--- src/rtl/mtx_addr_gen.sv ---
// Matrix-operand word-address generator: row/column stepping with element counting,
// end-of-vector pulse and optional advance to the next column.
module mtx_addr_gen #(
   parameter int unsigned AW = 10,
   parameter int unsigned LW = 4
) (
   input  logic          sys_clk,
   input  logic          reset,
   input  logic          cntld,
   input  logic [AW-1:0] ld_addr,
   input  logic          cnten,
   input  logic          maddw,
   input  logic          colwrap,
   input  logic [LW-1:0] mwidth,
   input  logic [LW-1:0] mlen,
   output logic [AW-1:0] maddr,
   output logic          last,
   output logic          done
);

   logic [AW-1:0] maddr_q, maddr_d;
   logic [AW-1:0] col_base_q, col_base_d;
   logic [LW-1:0] elem_cnt_q, elem_cnt_d;
   logic          mode_col_q, mode_col_d;
   logic          mode_wrap_q, mode_wrap_d;
   logic [LW-1:0] width_q, width_d;
   logic [LW-1:0] len_q, len_d;
   logic          done_q, done_d;

   logic [AW-1:0] stride;
   logic [LW-1:0] len_m1;
   logic          at_end;
   logic [AW-1:0] next_addr;

   // A zero length field means 2^LW, so len-1 modulo 2^LW is exactly len_eff-1.
   assign len_m1 = len_q - LW'(1);
   assign at_end = (elem_cnt_q == len_m1);

   always_comb begin
      stride = AW'(1);
      if (mode_col_q) begin
         stride = (width_q == '0) ? (AW'(1) << LW) : AW'(width_q);
      end
   end

   assign next_addr = maddr_q + stride;

   always_comb begin
      maddr_d     = maddr_q;
      col_base_d  = col_base_q;
      elem_cnt_d  = elem_cnt_q;
      mode_col_d  = mode_col_q;
      mode_wrap_d = mode_wrap_q;
      width_d     = width_q;
      len_d       = len_q;
      done_d      = 1'b0;
      if (cntld) begin
         maddr_d     = ld_addr;
         col_base_d  = ld_addr;
         elem_cnt_d  = '0;
         mode_col_d  = maddw;
         mode_wrap_d = colwrap;
         width_d     = mwidth;
         len_d       = mlen;
      end else if (cnten) begin
         if (at_end) begin
            elem_cnt_d = '0;
            done_d     = 1'b1;
            if (mode_col_q && mode_wrap_q) begin
               maddr_d    = col_base_q + AW'(1);
               col_base_d = col_base_q + AW'(1);
            end else begin
               maddr_d    = next_addr;
               col_base_d = next_addr;
            end
         end else begin
            maddr_d    = next_addr;
            elem_cnt_d = elem_cnt_q + LW'(1);
         end
      end
   end

   always_ff @(posedge sys_clk) begin
      if (reset) begin
         maddr_q     <= '0;
         col_base_q  <= '0;
         elem_cnt_q  <= '0;
         mode_col_q  <= 1'b0;
         mode_wrap_q <= 1'b0;
         width_q     <= '0;
         len_q       <= '0;
         done_q      <= 1'b0;
      end else begin
         maddr_q     <= maddr_d;
         col_base_q  <= col_base_d;
         elem_cnt_q  <= elem_cnt_d;
         mode_col_q  <= mode_col_d;
         mode_wrap_q <= mode_wrap_d;
         width_q     <= width_d;
         len_q       <= len_d;
         done_q      <= done_d;
      end
   end

   assign maddr = maddr_q;
   assign last  = at_end;
   assign done  = done_q;

endmodule

--- config.mk ---
export PLATFORM = sky130hd
export DESIGN_NAME = mtx_addr_gen
export DESIGN_NICKNAME = d
export VERILOG_FILES = /design/src/rtl/mtx_addr_gen.sv
export SDC_FILE = /design/constraint.sdc
export NUM_CORES = 1
export LEC_CHECK = 0
export ABC_AREA = 1
export CORE_MARGIN = 10
export CORE_UTILIZATION = 54
export DETAILED_ROUTE_END_ITERATION = 7
export GPL_ROUTABILITY_DRIVEN = 0
export HOLD_SLACK_MARGIN = 0.15
export PLACE_DENSITY = 0.8
export SETUP_SLACK_MARGIN = 0.1
export SYNTH_ARGS = -nofsm -noshare
export SYNTH_HDL_FRONTEND = slang
export SYNTH_SLANG_ARGS = --single-unit
--- constraint.sdc ---
create_clock -name sys_clk -period 2.18 [get_ports sys_clk]
set_input_delay 0.218 -clock sys_clk [delete_from_list [all_inputs] [get_ports sys_clk]]
set_output_delay 0.218 -clock sys_clk [all_outputs]
set_load 0.005 [all_outputs]
==> impl_metrics.toml <==
[routing]
wl_per_cell_um = 14.17
first_pass_iters = 5
ant_nets = 0
vias_per_cell = 5.445
drt_iter0_drc = 289
wirelength_mm = 6.747
drc = 0
num_vias = 2592

[power_and_ir_drop]
irDropWorstVdd_uv = 423.0
p_leak_uw = 0.001372
total_power_uw = 1712
p_per_area_nw_per_um2 = 570.7

[critical_path]
critPathMaxFanout = 6
endpoint = "col_base_q[3]$_SDFFE_PP0P_"
cp.arrival_ps = 2160
crit_family = "simple AND/OR/NAND/NOR gates"
ff2ff_setup_slack_ps = 250
reg2reg_from = "width_q[2]$_SDFFE_PP0P_"
path_cells = "nand2_1 > inv_1 > ha_1 > inv_1 > nand2_1 > nand3_1 > nand3_1 > o21ai_0 > o21ai_0 > nor2_1 > nor2_1"
worst_setup_path_start_kind = "flop"
path_buf_inv = 2
cpMaxStageDelayCell = "ha_1"
r2r-end = "col_base_q[3]$_SDFFE_PP0P_"
worstSetupStartpoint = "width_q[2]$_SDFFE_PP0P_"
r2r_cells = 11
crit_path_end_kind = "flop"
critPathMaxStageDelay_ps = 390
required_ps = 2410
critical_path_depth = 11
crit_type = "reg -> reg"

[sta]
max_slew_margin_pct = 60.34
setup_viol = 0
finalSetupTns_ps = 0
rsz0062_at_grt = "yes"
finalHoldViolations = 0
finalCritPeriodShare_pct = 88.45
finClkSkew_ps = 14.24
worst-slew-pin-transition_ps = 594.3
fin_crit_ps = 1928
fmax_ghz = 0.5186
finalWorstSetupSlack_ps = 251.8
hold_slack_ps = 490.0
slew_viol_final = 0

[floorplan]
core_area_um2 = 4324
fp.dieH_um = 86.39
die_area_um2 = 7462
die_x_um = 86.39
io_pins = 36
start_util_pct = 55.03
fp-row-count = 24

[finish]
drive_gt1_share_pct = 10.61
regArea_um2 = 705.7
fin_nets = 456
multi_input_area_um2 = 1500
final_area_um2 = 2999
diodes = 0
fill_cells = 391
syn_to_final_growth_pct = 26.03

[synth]
async_flop_share_pct = 0
ys_ff_latch = 35
synth_cells = 385
synth_area_um2 = 2380
synth_top_flop_cell = "dfxtp_1"
syn_area_per_cell_um2 = 6.181
yosysWarnings = 0
yosysSeqAreaShare_pct = 29.44
synth_edf_count = 0
yosysUniqueCellTypes = 30
synth_fp_nets = 418

[place]
port-buffer-count = 35
placed_cell_area_um2 = 2776
place_worst_setup_slack_ps = 95.37
detailed_place_hpwl_mm = 4.928

[clock_tree]
cts.clk_slew.worst_paths_ps = 90
clockRootBuffer = "clkbuf_8"
clockBufferDepth = 2
htree_levels = 2
cts_buffers = 5
clk_latency_ps = 300
cts.sinks = 35
cts_tree = "built"

[global_route]
gr-usage-all-layers_pct = 17.38
grt-ovfl-total = 0
first_global_vias = 2332
grt_antenna_before_repair = 0
grt_max_degree = 23
grt_first_pass_wirelength_mm = 10.83

[worst_hold_path]
hp-class = "in -> reg"

[job]
cap_violations = 0

[outcome]
outcome = "complete, no violations"
worst min-delay path by stage:
stage | from | endpoint | slack, ps | depth (start not counted)
floorplan | maddw | mode_col_q$_SDFFE_PP0P_ | 350 | 2
global placement | width_q[0]$_SDFFE_PP0P_ | width_q[0]$_SDFFE_PP0P_ | 450 | 2
detailed placement | width_q[0]$_SDFFE_PP0P_ | width_q[0]$_SDFFE_PP0P_ | 460 | 2
CTS | width_q[0]$_SDFFE_PP0P_ | width_q[0]$_SDFFE_PP0P_ | 470 | 2
global route | maddw | mode_col_q$_SDFFE_PP0P_ | 510 | 3
finish | mwidth[3] | width_q[3]$_SDFFE_PP0P_ | 490 | 3
routing by layer:
metal / track usage, % / wire (um) / up-vias
met5: 0 / 0 / -
met3: 4.784 / 634 / 5
met1: 22.51 / 2886 / 1145
li1: - / - / 1330
met2: 27.45 / 3149 / 112
met4: 5.007 / 76 / 0
state kept, by name, indices dropped and copies added, names as in the netlist:
name / count
col_base_q: 10
done: 1
elem_cnt_q: 4
len_q: 4
maddr: 10
mode_col_q: 1
mode_wrap_q: 1
width_q: 4
layout make-up:
type	instances	area share, %
clock buffers	5	2.295
clock inverters	3	1.460
inverters	49	6.133
multi-input cells	286	50.02
flip-flops and latches	35	23.53
well taps	52	2.169
repair buffers	46	14.39
power by group:
group	switching, uW	internal, uW	leakage, uW
combinational	205	170	0.00102
sequential	46.3	681	0.000290
clock	268	341	0.0000581
per-stage QoR:
step                      utilization [%]  cells
final                               69.36    476
after global routing                69.36    476
after detailed placement            64.21    466
after floorplan                         -    385
after CTS                           66.84    474
after global placement              64.21    466
placed cells by master (no fill, tap or decap), types with 2 or more instances in the layout:
| cell | netlist | final |
|---|---|---|
| a21boi_0 | 3 | 3 |
| a21oi_1 | 40 | 37 |
| a21oi_2 | 0 | 2 |
| buf_4 | 1 | 11 |
| clkbuf_8 | 0 | 5 |
| clkdlybuf4s50_1 | 0 | 34 |
| dfxtp_1 | 35 | 33 |
| ha_1 | 8 | 6 |
| inv_1 | 48 | 47 |
| inv_2 | 1 | 2 |
| nand2_1 | 99 | 94 |
| nand2_2 | 1 | 6 |
| nand3_1 | 38 | 35 |
| nand3_2 | 1 | 4 |
| nand3b_1 | 3 | 3 |
| nand4_1 | 7 | 7 |
| nor2_1 | 36 | 35 |
| nor2_2 | 3 | 2 |
| nor2_4 | 0 | 2 |
| o211ai_1 | 4 | 4 |
| o21ai_0 | 26 | 26 |
| o21ai_1 | 7 | 7 |
| xnor2_1 | 3 | 3 |
| xor2_1 | 2 | 2 |
tightest hold or removal path: cells and delay by family:
kind | cells | cell delay, ps
AND/OR/NAND/NOR | 2 | 150
buffers and inverters | 1 | 400
timing repair:
| item | in CTS | in global routing |
|---|---|---|
| gates resized for setup | 3 | 22 |
| hold buffers | 0 | 0 |
| setup buffers | 0 | 2 |
| pin swaps | 0 | 4 |
| endpoints found under the setup margin | 6 | 16 |
logic make-up (layout without fill, tap and decap cells):
group,count (synthesis),count (layout),synth area share [%]
XOR/XNOR,5,5,1.841
AO/OA/AOI/OAI,82,82,18.24
flip-flops,35,35,29.44
adder cells (fa/ha/maj),9,9,5.048
AND/OR/NAND/NOR,190,190,34.07
buffers and inverters,64,103,11.36
cell usage after synthesis, types with 2 or more instances:
| library cell | count | area (um^2) |
|---|---|---|
| xnor2_1 | 3 | 26.28 |
| nand2_1 | 99 | 371.6 |
| dfxtp_1 | 35 | 700.7 |
| clkbuf_1 | 7 | 26.28 |
| ha_1 | 8 | 100.1 |
| o21ai_1 | 7 | 35.03 |
| nor2_2 | 3 | 18.77 |
| nand3b_1 | 3 | 22.52 |
| nand3_1 | 38 | 190.2 |
| a21oi_1 | 40 | 200.2 |
| inv_1 | 48 | 180.2 |
| nand4_1 | 7 | 43.79 |
| buf_2 | 2 | 10.01 |
| nor2_1 | 36 | 135.1 |
| xor2_1 | 2 | 17.52 |
| buf_6 | 3 | 33.78 |
| o211ai_1 | 4 | 30.03 |
| a21boi_0 | 3 | 22.52 |
| o21ai_0 | 26 | 130.1 |
No activity file was read; power rests on OpenSTA's default activity.
